### config.mk
export PLATFORM = sky130hd
export DESIGN_NAME = pd_result_ddr_reader
export DESIGN_NICKNAME = d
export VERILOG_FILES = /design/src/rtl/pd_result_ddr_reader.sv
export SDC_FILE = /design/constraint.sdc
export NUM_CORES = 1
export LEC_CHECK = 0
export ABC_AREA = 1
export BUFFER_PORTS_ARGS = -buffer_cell sky130_fd_sc_hd__buf_2
export CAP_MARGIN = 5
export CORE_AREA = 2 2 142 144
export DETAILED_ROUTE_END_ITERATION = 16
export DIE_AREA = 0 0 144 146
export GPL_ROUTABILITY_DRIVEN = 0
export SYNTH_ARGS = -nofsm -noshare
export SYNTH_HDL_FRONTEND = slang
export SYNTH_SLANG_ARGS = --single-unit
### constraint.sdc
create_clock -name sys_clk -period 4.6 [get_ports sys_clk]
set_input_delay 0.23 -clock sys_clk [delete_from_list [all_inputs] [get_ports sys_clk]]
set_output_delay 0.23 -clock sys_clk [all_outputs]
set_load 0.01 [all_outputs]
### src/rtl/pd_result_ddr_reader.sv
// Walks the detector's DDR result list from BASE_ADDR+1 to the zero terminator
// and streams each record out as a full-resolution bounding box.
module pd_result_ddr_reader #(
  parameter logic [31:0] BASE_ADDR   = 32'h0900_0000,
  parameter int          MAX_RECORDS = 256,
  parameter int          WINDOW_W    = 70,
  parameter int          WINDOW_H    = 150
) (
  input  logic        sys_clk,
  input  logic        sys_rst_n,
  input  logic        start,
  output logic        busy,
  output logic        done,
  output logic        overflow,
  output logic [8:0]  rec_count,
  output logic [8:0]  err_count,
  output logic [31:0] DDR_READ_ADDR,
  output logic        DDR_READ_REQ,
  input  logic        DDR_READ_READY,
  input  logic [31:0] DDR_READ_DATA,
  output logic        box_valid,
  input  logic        box_ready,
  output logic [11:0] box_x,
  output logic [11:0] box_y,
  output logic [9:0]  box_w,
  output logic [9:0]  box_h,
  output logic [9:0]  box_grade,
  output logic [2:0]  box_scale
);

  typedef enum logic [2:0] {IDLE, REQ, DECODE, OUT, FIN} state_t;

  localparam logic [9:0]  WIN_W    = 10'(WINDOW_W);
  localparam logic [9:0]  WIN_H    = 10'(WINDOW_H);
  localparam logic [9:0]  REC_CAP  = 10'(MAX_RECORDS);
  // Word cap guards against a list that was never terminated.
  localparam logic [10:0] WORD_CAP = 11'(2 * MAX_RECORDS);

  function automatic logic [1:0] shift_of(input logic [1:0] code);
    case (code)
      2'b11:   shift_of = 2'd2;
      2'b10:   shift_of = 2'd1;
      default: shift_of = 2'd0;
    endcase
  endfunction

  function automatic logic [11:0] scale_pos(input logic [9:0] v, input logic [1:0] s);
    scale_pos = {2'b00, v} << s;
  endfunction

  function automatic logic [9:0] scale_win(input logic [9:0] v, input logic [1:0] s);
    scale_win = v << s;
  endfunction

  function automatic logic [8:0] sat_inc9(input logic [8:0] v);
    sat_inc9 = (v == 9'h1FF) ? v : v + 9'd1;
  endfunction

  state_t      state_q, state_d;
  logic [31:0] addr_q, addr_d;
  logic        req_q, req_d;
  logic [31:0] word_q, word_d;
  logic [10:0] word_cnt_q, word_cnt_d;
  logic [8:0]  rec_q, rec_d;
  logic [8:0]  err_q, err_d;
  logic        ovf_q, ovf_d;
  logic        bvalid_q, bvalid_d;
  logic [11:0] bx_q, bx_d;
  logic [11:0] by_q, by_d;
  logic [9:0]  bw_q, bw_d;
  logic [9:0]  bh_q, bh_d;
  logic [9:0]  bg_q, bg_d;
  logic [2:0]  bs_q, bs_d;
  logic [1:0]  shift_s;
  logic        last_rec_s;
  logic        word_cap_s;

  assign shift_s    = shift_of(word_q[31:30]);
  assign last_rec_s = (({1'b0, rec_q} + 10'd1) == REC_CAP);
  assign word_cap_s = (word_cnt_q >= WORD_CAP);

  always_comb begin
    state_d    = state_q;
    addr_d     = addr_q;
    req_d      = req_q;
    word_d     = word_q;
    word_cnt_d = word_cnt_q;
    rec_d      = rec_q;
    err_d      = err_q;
    ovf_d      = ovf_q;
    bvalid_d   = bvalid_q;
    bx_d       = bx_q;
    by_d       = by_q;
    bw_d       = bw_q;
    bh_d       = bh_q;
    bg_d       = bg_q;
    bs_d       = bs_q;

    case (state_q)
      IDLE: begin
        if (start) begin
          state_d    = REQ;
          addr_d     = BASE_ADDR + 32'd1;
          req_d      = 1'b1;
          word_cnt_d = '0;
          rec_d      = '0;
          err_d      = '0;
          ovf_d      = 1'b0;
        end
      end

      REQ: begin
        if (DDR_READ_READY) begin
          word_d     = DDR_READ_DATA;
          word_cnt_d = word_cnt_q + 11'd1;
          req_d      = 1'b0;
          state_d    = DECODE;
        end
      end

      DECODE: begin
        if (word_q == 32'h0) begin
          state_d = FIN;
        end else if (word_q[31:30] == 2'b00) begin
          err_d = sat_inc9(err_q);
          if (word_cap_s) begin
            ovf_d   = 1'b1;
            state_d = FIN;
          end else begin
            addr_d  = addr_q + 32'd1;
            req_d   = 1'b1;
            state_d = REQ;
          end
        end else begin
          bx_d     = scale_pos(word_q[19:10], shift_s);
          by_d     = scale_pos(word_q[9:0], shift_s);
          bw_d     = scale_win(WIN_W, shift_s);
          bh_d     = scale_win(WIN_H, shift_s);
          bg_d     = word_q[29:20];
          bs_d     = 3'b001 << shift_s;
          bvalid_d = 1'b1;
          state_d  = OUT;
        end
      end

      OUT: begin
        if (box_ready) begin
          bvalid_d = 1'b0;
          rec_d    = rec_q + 9'd1;
          if (last_rec_s || word_cap_s) begin
            ovf_d   = 1'b1;
            state_d = FIN;
          end else begin
            addr_d  = addr_q + 32'd1;
            req_d   = 1'b1;
            state_d = REQ;
          end
        end
      end

      FIN: begin
        state_d = IDLE;
      end

      default: begin
        state_d  = IDLE;
        req_d    = 1'b0;
        bvalid_d = 1'b0;
      end
    endcase
  end

  always_ff @(posedge sys_clk or negedge sys_rst_n) begin
    if (!sys_rst_n) begin
      state_q    <= IDLE;
      addr_q     <= BASE_ADDR;
      req_q      <= 1'b0;
      word_q     <= '0;
      word_cnt_q <= '0;
      rec_q      <= '0;
      err_q      <= '0;
      ovf_q      <= 1'b0;
      bvalid_q   <= 1'b0;
      bx_q       <= '0;
      by_q       <= '0;
      bw_q       <= '0;
      bh_q       <= '0;
      bg_q       <= '0;
      bs_q       <= '0;
    end else begin
      state_q    <= state_d;
      addr_q     <= addr_d;
      req_q      <= req_d;
      word_q     <= word_d;
      word_cnt_q <= word_cnt_d;
      rec_q      <= rec_d;
      err_q      <= err_d;
      ovf_q      <= ovf_d;
      bvalid_q   <= bvalid_d;
      bx_q       <= bx_d;
      by_q       <= by_d;
      bw_q       <= bw_d;
      bh_q       <= bh_d;
      bg_q       <= bg_d;
      bs_q       <= bs_d;
    end
  end

  assign busy          = (state_q == REQ) || (state_q == DECODE) || (state_q == OUT);
  assign done          = (state_q == FIN);
  assign overflow      = ovf_q;
  assign rec_count     = rec_q;
  assign err_count     = err_q;
  assign DDR_READ_ADDR = addr_q;
  assign DDR_READ_REQ  = req_q;
  assign box_valid     = bvalid_q;
  assign box_x         = bx_q;
  assign box_y         = by_q;
  assign box_w         = bw_q;
  assign box_h         = bh_q;
  assign box_grade     = bg_q;
  assign box_scale     = bs_q;

endmodule

# Word level (Yosys, flattened, before mapping)
# Cells that the tools add are included.
[word_totals] word_cells=115 out_inout_bits=112 register_bits=156 inputBits=37
[op_classes] shifts=5 reduce_logical=21 bitwise=4 add_sub_neg=5 magnitude_cmp=1 n_mux=45 eq_ne=19
[ops] cell="$mux 32" count=6
[ops] cell="$pmux 32 s3" count=1
[ops] cell="$mux 9" count=5
[ops] cell="$pmux 9 s2" count=2
[ops] cell="$add 32x1->32 const B" count=1
[ops] cell="$logic_not 32->1" count=1
[ops] cell="$shl 10x2->12" count=2
[ops] cell="$mux 11" count=2
[ops] cell="$ne 2x2->1 const B" count=11
[ops] cell="$pmux 11 s2" count=1
[ops] cell="$mux 3" count=7
[ops] cell="$add 9x1->9 const B" count=2
[ops] cell="$mux 1" count=16
[ops] cell="$reduce_and 7->1" count=2
[ops] cell="$pmux 3 s4" count=1
[ops] cell="$reduce_and 3->1" count=4
[ops] cell="$add 11x1->11 const B" count=1
[ops] cell="$ge 11x10->1 const B" count=1
[ops] cell="$add 9x1->10 const B" count=1
[ops] cell="$eq 10x9->1 const B" count=1
[ops] cell="$shl 7x2->10 const A" count=1
[ops] cell="$shl 8x2->10 const A" count=1
[ops] cell="$eq 9x9->1 const B" count=1
[ops] cell="$reduce_and 8->1" count=1
[ops] cell="18 further kinds" count=28

# Depth between registers and ports, before layout
# Gate-level depths: netlist of run 1.
[logic_depth] word_depth=6 mapped_depth=14 mapped_depth_nobuf=13

# Worst setup path before layout of run 1
# No wires, ideal clock.
[synth_path] path_type="register to register" from="reg err_q[0] (netlist: err_count[0])" to="reg err_q[2] (netlist: err_count[2])" path_stages_with_launch=14 path_buffers=1 setup_time_ns=0.071 arrival_ns=1.869 path_slack_ns=2.660 period_less_slack_ns=1.940 cell_sequence="dfrtp_1 ha_1 inv_1 nor3_1 nand3_1 nor3b_1 ha_1 nand2_1 nand3_1 nor2_2 nand2_1 buf_2 nor3_1 nor2_1"
[synth_via] elab_chain_cells=5 elab_cells_between_ends=8 classes_between="add/sub (1); eq/ne (2); mux (4); reduce/logical (1)"
[synth_rtl] element="from (decl)" line_no="65" source="logic [8:0] err_q, err_d;"
[synth_rtl] element="from (signal assigned)" line_no="197" source="err_q <= err_d;"
[synth_rtl] element="$add 9x1->9" line_no="56" source="sat_inc9 = (v == 9'h1FF) ? v : v + 9'd1;"
[synth_rtl] element="$mux 9" line_no="56"
[synth_rtl] element="$mux 9" line_no="124" source="end else if (word_q[31:30] == 2'b00) begin"
[synth_rtl] element="$mux 9" line_no="122" source="if (word_q == 32'h0) begin"
[synth_rtl] element="$pmux 9 s2" line_no="99" source="case (state_q)"
# Parallel ways exist; a longest one is shown, timed or not. The select of a mux whose other input is x is not followed.
# A chain may end at the register's enable or synchronous reset.

# Final worst setup path of run 1
[layout_path] from="reg state_q[2]" to="reg addr_q[20] (netlist: DDR_READ_ADDR[20])"
[layout_via] elab_chain_cells=3 elab_cells_between_ends=12 classes_between="eq/ne (8); mux (1); reduce/logical (3)"
[layout_rtl] element="from (decl)" line_no="59" source="state_t state_q, state_d;"
[layout_rtl] element="from (signal assigned)" line_no="191" source="state_q <= state_d;"
[layout_rtl] element="$eq 3x2->1 or $logic_not 3->1 (tied branches)" line_no="99"
[layout_rtl] element="$ne 2x2->1 (no line) or $reduce_bool 3->1 (tied branches)"
[layout_rtl] element="$reduce_and 7->1 (no line)"
[layout_rtl] element="to (signal assigned)" line_no="192" source="addr_q <= addr_d;"
[layout_rtl] element="to (decl)" line_no="60" source="logic [31:0] addr_q, addr_d;"
# Parallel ways exist; a longest one is shown, timed or not.

==> impl_metrics.json, run 1 <==
{
  "cts_buffers": 17,
  "synth-warning-count": 0,
  "via_per_inst": 4.87,
  "crit_buf_inv": 2,
  "synth_cells": 1046,
  "diodes": 0,
  "rows": 51,
  "routedWlPerCell_um": 13.9,
  "syn2layout_area_growth_pct": 19.5,
  "met3_usage_pct": 3.98,
  "relSlewSlack_pct": 33.8,
  "r2r-end": "DDR_READ_ADDR[20]$_DFFE_PN0P_",
  "dp.cells": 1412,
  "p_sw_w": 0.00220,
  "rsz0062_at_grt": "no",
  "drv_cap": 0,
  "startpoint_type": "flop",
  "busiest_layer": "met2",
  "first_pass_iters": 5,
  "drv_slew": 0,
  "initial_core_util_pct": 39.7,
  "antenna_found_initial": 0,
  "grt_max_degree": 106,
  "drc_errors": 0,
  "overflow": 0,
  "final_nets": 1223,
  "finalHoldViolations": 0,
  "cts_resized": 0,
  "clock_latency_ns": 0.43,
  "grt_use_met1_pct": 28.4,
  "dp_hpwl_um": 14400,
  "finalSetupViolCount": 0,
  "crit_path_frequent_cell": "nand2_1",
  "min_from": "DDR_READ_DATA[20]",
  "synth_cell_types": 40,
  "fin_worst_skew_ns": 0.0110,
  "p_leak_nw": 4.62,
  "setup_tns_ns": 0,
  "drt_wl_total_um": 20300,
  "crit_fanout": 33,
  "cp-end-kind": "flop",
  "worstRegToRegCells": 11,
  "seqPwrFrac_pct": 36.4,
  "cp_slowest_cell": "nor2_4",
  "pre_cts_ws_ns": 1.85,
  "die_y_um": 146,
  "final_cell_count_no_fill": 1455,
  "num_io_pins": 149,
  "layout_commonest_cell": "nand2_1",
  "clock_sinks": 141,
  "grtUsageTotal_pct": 20.1,
  "synth.avg_cell_area_um2": 7.35,
  "tightest_slew_ns": 0.993,
  "comb_power_share_pct": 37.2,
  "power_w": 0.00525,
  "crit_path_cell_trace": "inv_2 > nand2_4 > inv_2 > nand2_1 > nor2_1 > nor2_2 > nand3_2 > nor2_4 > nand2_4 > nand2_1 > nand2_1",
  "switching_share_pct": 41.8,
  "finalCritPeriodShare_pct": 59.8,
  "cts_root_buffer": "clkbuf_16",
  "r2r_slack_ns": 1.85,
  "ir_drop_uv": 301,
  "grt_pass1_wl_um": 33600,
  "synth_seq_cells": 141,
  "arrival_ns": 3.06,
  "period_needed_ns": 2.75,
  "hp-class": "in2reg",
  "dieArea_um2": 21000,
  "fin_ws_ns": 1.85,
  "clk_path_buf_depth": 2,
  "gr-usage-met2_pct": 31.7,
  "critPathMaxStageDelay_ns": 0.60,
  "crit_family": "simple AND/OR/NAND/NOR gates",
  "status": "finished, final reports clean",
  "p_clk_share_pct": 26.4,
  "max_freq_ghz": 0.363,
  "powerDensity_nw_per_um2": 572,
  "worst_ep_required_time_ns": 4.91,
  "cts_tree": "done",
  "numPortBuffers": 146,
  "ys.flop_type": "dfrtp_1",
  "hold_end": "word_q[20]$_DFFE_PN0P_",
  "first_global_vias": 6598,
  "holdPathStages": 3,
  "timing.hold.ws_ns": 0.00784,
  "synth_edf_count": 0,
  "ant_nets": 0,
  "die_w_um": 144,
  "async_flop_share_pct": 100,
  "drt_iter0_markers": 456,
  "via_count": 7089,
  "synthesis.area_um2": 7680,
  "htreeDepth": 4,
  "path_clk_slew_ns": 0.07,
  "core_um2": 19300,
  "yosysSeqAreaShare_pct": 46.0,
  "r2r_start": "state_q[2]$_DFFE_PN0P_",
  "mostFrequentLayoutCells": "367 x nand2_1, 145 x buf_2, 139 x dfrtp_1",
  "criticalPathCategory": "reg2reg",
  "internal_power_w": 0.00306,
  "drive_above_1_share_pct": 17.7
}
area by class of cell:
| class | count | area [µm²] |
|---|---|---|
| fillers | 1966 | 10200 |
| flip-flops and latches | 141 | 3530 |
| multi-input cells | 760 | 3490 |
| repair buffers | 160 | 870 |
| clock buffers | 17 | 425 |
| inverters | 97 | 367 |
| well taps | 265 | 332 |
| clock inverters | 15 | 164 |
stage by stage:
stage / instance area [µm²] / utilization (%)
floorplan: 7690 / -
detailed placement: 8480 / 43.9
global placement: 8480 / 43.9
finish: 9180 / 47.5
CTS: 9180 / 47.5
global route: 9180 / 47.5
power groups by stage:
stage	registers [W]	logic [W]	clock network, W
floorplan	0.00197	0.00137	0
global placement	0.00192	0.00195	0
detailed placement	0.00193	0.00197	0
CTS	0.00191	0.00198	0.00142
global route	0.00197	0.00223	0.00147
finish	0.00191	0.00196	0.00138
synth_stat cells (3+ instances only):
library cell	n	area [µm²]
ha_1	9	113
nand2_2	3	18.8
clkbuf_1	12	45.0
o221ai_1	10	87.6
a21oi_1	13	65.1
o31ai_1	6	45.0
nand4_1	8	50.1
inv_2	5	18.8
buf_6	3	33.8
buf_4	19	143
nor2_1	122	458
buf_2	15	75.1
nand2_1	367	1380
o21ai_0	78	390
xor2_1	13	114
dfrtp_1	139	3480
nand3_1	75	375
nor2_2	5	31.3
nor2_4	6	67.6
o211ai_1	6	45.0
nor3_1	17	85.1
inv_1	91	342
sequential cells by signal (all words and copies together) (netlist names), 3 cells and up:
register and cells:
DDR_READ_ADDR 32, box_grade 10, box_w 6, box_x 12
box_y 12, err_count 9, rec_count 9, state_q 3
word_cnt_q 11, word_q 32
worst min-delay path: cells and delay by family:
kind,cells,cell delay [ns]
compound gates,1,0.06
buf+inv,1,0.08
simple gates,1,0.04
cell families after synthesis:
family / count (synthesis) / synth area share (%)
simple gates: 612 / 33.1
xor+xnor: 13 / 1.48
buf+inv: 146 / 8.63
fa+ha+maj: 9 / 1.47
other cells: 1 / 0.0488
compound gates: 124 / 9.35
flops: 141 / 46.0
routing by layer:
layer	wire length (µm)	share of wire, %
met1	9610	47
met2	9330	46
met3	1130	5.6
met4	221	1.1
met5	0	0
worst max-delay path by stage:
stage,cells past startpoint,endpoint,start,slack (ns)
final,11,DDR_READ_ADDR[20]$_DFFE_PN0P_,state_q[2]$_DFFE_PN0P_,1.85
after global routing,11,DDR_READ_ADDR[21]$_DFFE_PN0P_,state_q[2]$_DFFE_PN0P_,1.55
after CTS,11,DDR_READ_ADDR[19]$_DFFE_PN0P_,state_q[2]$_DFFE_PN0P_,1.84
after detailed placement,11,DDR_READ_ADDR[19]$_DFFE_PN0P_,state_q[2]$_DFFE_PN0P_,1.85
after global placement,11,DDR_READ_ADDR[29]$_DFFE_PN0P_,state_q[2]$_DFFE_PN0P_,1.94
after floorplan,13,err_count[2]$_DFFE_PN0P_,err_count[0]$_DFFE_PN0P_,2.66
timing repair:
action / 4_1_cts / 5_1_grt
buffers inserted: 0 / 0
hold buffers: 11 / 0
endpoints found under the hold margin: 58 / 0
(Power assumes the default switching activity.)
==> run 2: changes to the inputs <==
- clock period: 4.6 -> 2.7 ns (I/O delays scaled with it)
==> run 2 against run 1 <==
Compared with the run above:
- clock skew grew 0.0015 ns
- worst setup slack worse by 1.5 ns
- power rose by 71%
- cell area is 3.0% higher
- utilization grew 1.4 points
- non-clock buffer count rose by 29
- via count rose by 1.3%
- sequential cell count stayed put
- maximum frequency up 18%
- worst hold slack better by 0.075 ns
- sequential share of layout area fell by 1.1 points
- cell count up 1.9%
- largest power group unchanged
==> impl_metrics.json, run 2 (synthesized netlist as in run 1, its figures left out) <==
{
  "clock_sinks": 141,
  "grt_pass1_wl_um": 34500,
  "dp.cells": 1419,
  "die_y_um": 146,
  "cts_buffers": 17,
  "setup_tns_ns": 0,
  "cp-end-kind": "flop",
  "first_pass_iters": 5,
  "core_um2": 19300,
  "r2r_slack_ns": 0.38,
  "fin_ws_ns": 0.376,
  "grt_max_degree": 100,
  "ir_drop_uv": 465,
  "final_cell_count_no_fill": 1483,
  "dieArea_um2": 21000,
  "drv_cap": 0,
  "finalSetupViolCount": 0,
  "startpoint": "err_count[0]$_DFFE_PN0P_",
  "clk_path_buf_depth": 2,
  "cts_resized": 0,
  "antenna_found_initial": 0,
  "routedWlPerCell_um": 14.0,
  "min_from": "box_ready",
  "r2r_start": "err_count[0]$_DFFE_PN0P_",
  "p_sw_w": 0.00374,
  "via_per_inst": 4.84,
  "via_count": 7183,
  "path_clk_slew_ns": 0.06,
  "finalCritPeriodShare_pct": 86.1,
  "rows": 51,
  "first_global_vias": 6895,
  "tightest_slew_ns": 0.565,
  "clock_latency_ns": 0.43,
  "numPortBuffers": 146,
  "drive_above_1_share_pct": 17.8,
  "period_needed_ns": 2.32,
  "startpoint_type": "flop",
  "diodes": 0,
  "p_leak_nw": 4.74,
  "drc_errors": 0,
  "initial_core_util_pct": 39.7,
  "arrival_ns": 2.63,
  "finalHoldViolations": 0,
  "fillers": 1957,
  "criticalPathCategory": "reg2reg",
  "switching_share_pct": 41.6,
  "hp-class": "in2reg",
  "final_nets": 1252,
  "comb_power_share_pct": 38.0,
  "ant_nets": 0,
  "seqPwrFrac_pct": 36.3,
  "worst_ep_required_time_ns": 3.01,
  "drt_iter0_markers": 385,
  "crit_fanout": 13,
  "dp_hpwl_um": 14600,
  "cts_root_buffer": "clkbuf_16",
  "syn2layout_area_growth_pct": 23.0,
  "internal_power_w": 0.00525,
  "p_clk_share_pct": 25.7,
  "timing.hold.ws_ns": 0.0827,
  "cts_tree": "done",
  "layout_commonest_cell": "nand2_1",
  "drt_wl_total_um": 20800,
  "pre_cts_ws_ns": 0.413,
  "grtUsageTotal_pct": 20.5,
  "overflow": 0,
  "cts_hold_buf": 33,
  "htreeDepth": 4,
  "postCtsSetupBuffers": 0,
  "relSlewSlack_pct": 62.3,
  "fin_worst_skew_ns": 0.0125,
  "max_freq_ghz": 0.430,
  "drv_slew": 0,
  "power_w": 0.00898,
  "rsz0062_at_grt": "no",
  "status": "finished, final reports clean",
  "num_io_pins": 149,
  "mostFrequentLayoutCells": "367 x nand2_1, 145 x buf_2, 139 x dfrtp_1",
  "powerDensity_nw_per_um2": 950,
  "die_w_um": 144
}
run 2: cell types whose count changed in the layout (fill, tap and decap cells not counted):
cell / delta
clkinv_4: -1
buf_4: +6
clkbuf_8: +3
inv_8: -1
clkinv_2: -1
buf_12: +1
bufinv_16: -1
dlygate4sd3_1: +22
run 2: layout make-up:
class,instances,area (µm²),area share [%]
clock buffer,20,467,4.94
multi-input combinational,760,3490,37.0
sequential,141,3530,37.4
clock inverter,11,109,1.15
inverter,97,367,3.88
tap,265,332,3.51
timing repair buffer,189,1150,12.2
run 2: layer usage:
metal,vias to the layer above,track usage (%),share of wire [%]
met1,3327,27.1,45
li1,3643,-,-
met2,189,33.9,47
met5,-,0,0
met3,24,4.67,5.8
met4,0,5.44,1.3
run 2: critical path, stage by stage, from the launching register on:
cell and delay [ns]:
dfrtp_1 0.42, ha_1 0.17, inv_1 0.06, nor3_1 0.21, nand3_1 0.15, nor3b_1 0.21, ha_1 0.18, nand2_1 0.06
nand3_1 0.11, nor2_2 0.06, nand2_1 0.33, o21ai_0 0.13, nand2_1 0.07, nor2_1 0.04
run 2: worst paths after layout:
path	to	cells past startpoint
setup reg to reg	err_count[2]$_DFFE_PN0P_	13
setup / recovery	err_count[2]$_DFFE_PN0P_	13
max in group asynchronous	box_y[1]$_DFFE_PN0P_	3
min in group asynchronous	rec_count[7]$_DFFE_PN0P_	2
hold reg to reg	box_grade[9]$_DFFE_PN0P_	2
hold / removal	state_q[1]$_DFFE_PN0P_	4
run 2: metrics by stage:
stage               utilization (%)  area, µm²
floorplan                         -       7690
global placement               44.2       8550
detailed placement             44.2       8550
CTS                            48.9       9450
global route                   48.9       9450
finish                         48.9       9450
run 2: power groups by stage:
stage	sequential, W	combinational, W	clock, W
CTS	0.00326	0.00347	0.00236
finish	0.00326	0.00341	0.00231
global placement	0.00329	0.00336	0
floorplan	0.00335	0.00234	0
global route	0.00335	0.00387	0.00246
detailed placement	0.00329	0.00343	0
==> run 3: changes to the inputs <==
- BUFFER_PORTS_ARGS: -buffer_cell sky130_fd_sc_hd__buf_2 -> unset
- DONT_BUFFER_PORTS: unset -> 1
- clock period: 2.7 -> 2.6 ns (I/O delays scaled with it)
==> run 3 against run 2 <==
Compared with the run above:
- the flow now finishes with violations (hold timing)
- power increased by 2.2%
- sequential power increased by 13%
- cell count decreased by 9.7%
- sequential cell count unchanged
- global-route usage decreased by 0.62 points
- die area unchanged
- via count decreased by 6.8%
- routed wire length decreased by 3.7%
- clock skew decreased by 0.0051 ns
- critical path type unchanged
==> impl_metrics.json, run 3 (synthesized netlist as in run 1, its figures left out) <==
{
  "crit_fanout": 33,
  "drv_cap": 0,
  "layout_commonest_cell": "nand2_1",
  "cts_tree": "done",
  "r2r_slack_ns": 0.26,
  "cp.depth": 11,
  "first_pass_iters": 5,
  "cp_slowest_cell": "dfrtp_1",
  "dp_hpwl_um": 13800,
  "ant_nets": 0,
  "diodes": 0,
  "switching_share_pct": 41.7,
  "postCtsSetupBuffers": 0,
  "crit_path_frequent_cell": "nor2_4",
  "crit_buf_inv": 3,
  "htreeDepth": 4,
  "status": "complete, but fails checks",
  "timing.hold.ws_ns": -0.603,
  "seqPwrFrac_pct": 40.3,
  "dieArea_um2": 21000,
  "period_needed_ns": 2.34,
  "cts_buffers": 17,
  "violations": "hold timing",
  "criticalPathCategory": "reg2reg",
  "r2r_start": "state_q[2]$_DFFE_PN0P_",
  "overflow": 0,
  "setup_tns_ns": 0,
  "setup.worst_path.end": "DDR_READ_ADDR[13]$_DFFE_PN0P_",
  "fin_ws_ns": 0.262,
  "grt_max_degree": 142,
  "fillers": 1942,
  "arrival_ns": 2.70,
  "internal_power_w": 0.00536,
  "cts_root_buffer": "clkbuf_16",
  "via_per_inst": 5.00,
  "powerDensity_nw_per_um2": 1040,
  "grt_pass1_wl_um": 33600,
  "finalSetupViolCount": 0,
  "crit_family": "simple AND/OR/NAND/NOR gates",
  "clock_latency_ns": 0.43,
  "max_freq_ghz": 0.428,
  "initial_core_util_pct": 39.7,
  "path_clk_slew_ns": 0.06,
  "core_um2": 19300,
  "p_sw_w": 0.00383,
  "finalCritPeriodShare_pct": 89.9,
  "startpoint_type": "flop",
  "multiInputGateArea_um2": 3500,
  "r2r-end": "DDR_READ_ADDR[13]$_DFFE_PN0P_",
  "clk_path_buf_depth": 2,
  "numPortBuffers": 0,
  "stdcell_area_um2": 8810,
  "rows": 51,
  "rsz0062_at_grt": "no",
  "crit_path_cell_trace": "inv_2 > nand2_4 > nor2_4 > inv_4 > nor2_4 > inv_2 > nand3_2 > nor2_4 > nand2_4 > nand2_1 > nand2_1",
  "comb_power_share_pct": 31.4,
  "final_nets": 1107,
  "startpoint": "state_q[2]$_DFFE_PN0P_",
  "seq_area_um2": 3530,
  "first_global_vias": 6555,
  "final_cell_count_no_fill": 1339,
  "mostFrequentLayoutCells": "366 x nand2_1, 139 x dfrtp_1, 122 x nor2_1",
  "drc_errors": 0,
  "ir_drop_uv": 622,
  "critPathMaxStageDelay_ns": 0.47,
  "die_y_um": 146,
  "num_io_pins": 149,
  "finalHoldViolations": 141,
  "drv_slew": 0,
  "worst_ep_required_time_ns": 2.97,
  "via_count": 6697,
  "p_leak_nw": 4.08,
  "die_w_um": 144,
  "dp.cells": 1272,
  "drt_iter0_markers": 363,
  "p_clk_share_pct": 28.4,
  "clock_sinks": 141,
  "routedWlPerCell_um": 15.0,
  "cp-end-kind": "flop",
  "cts_hold_buf": 35,
  "drive_above_1_share_pct": 6.70,
  "syn2layout_area_growth_pct": 14.6,
  "drt_wl_total_um": 20000,
  "pre_cts_ws_ns": 0.280,
  "antenna_found_initial": 0,
  "worstRegToRegCells": 11,
  "post_dp_cell_area_um2": 7830,
  "grtUsageTotal_pct": 19.9,
  "hp-class": "in2async",
  "fin_worst_skew_ns": 0.00739
}
run 3: routing by layer:
layer	global-route usage, %	wire length [µm]
met5	0	0
met4	6.27	321
met3	5.86	1430
met2	32.6	9400
met1	25.2	8870
run 3: per-stage QoR:
step	power, W	hold slack (ns)	util (%)
2_1_floorplan	0.00591	-0.166	-
3_3_place_gp	0.00653	-0.160	40.5
3_5_place_dp	0.00658	-0.160	40.5
4_1_cts	0.00928	-0.624	45.5
5_1_grt	0.00988	-0.625	45.6
6_report	0.00918	-0.603	45.6
run 3: how the worst min path moves through the flow:
| stage | startpoint | cells past startpoint | slack [ns] | end |
|---|---|---|---|---|
| 6_report | sys_rst_n | 0 | -0.60 | rec_count[3]$_DFFE_PN0P_ |
| 5_1_grt | sys_rst_n | 0 | -0.62 | rec_count[5]$_DFFE_PN0P_ |
| 4_1_cts | sys_rst_n | 0 | -0.62 | rec_count[5]$_DFFE_PN0P_ |
| 3_5_place_dp | sys_rst_n | 0 | -0.16 | rec_count[5]$_DFFE_PN0P_ |
| 3_3_place_gp | sys_rst_n | 0 | -0.16 | rec_count[7]$_DFFE_PN0P_ |
| 2_1_floorplan | sys_rst_n | 0 | -0.17 | DDR_READ_ADDR[0]$_DFFE_PN0P_ |
run 3: power by group through the flow:
stage                     Sequential (W)  Combinational (W)  Clock (W)
after floorplan                  0.00348            0.00243          0
after detailed placement         0.00375            0.00283          0
after global placement           0.00373            0.00279          0
final                            0.00370            0.00288    0.00260
after global routing             0.00381            0.00331    0.00276
after CTS                        0.00371            0.00290    0.00266
run 3: worst reg2reg max path, cell delays in order (launching register included):
cell	delay, ns
dfrtp_1	0.47
inv_2	0.13
nand2_4	0.20
nor2_4	0.27
inv_4	0.08
nor2_4	0.35
inv_2	0.12
nand3_2	0.13
nor2_4	0.06
nand2_4	0.30
nand2_1	0.11
nand2_1	0.07
run 3: layout make-up:
type,count,area share (%)
sequential,141,40.1
multi-input combinational,760,39.7
timing repair buffer,44,5.17
clock buffer,17,4.83
inverter,97,4.16
tap,265,3.76
clock inverter,15,2.29
run 3: repair_timing:
| item | in CTS | in global routing |
|---|---|---|
| gates resized for setup | 0 | 1 |
| endpoints found under the setup margin | 0 | 2 |
| endpoints found under the hold margin | 179 | 141 |
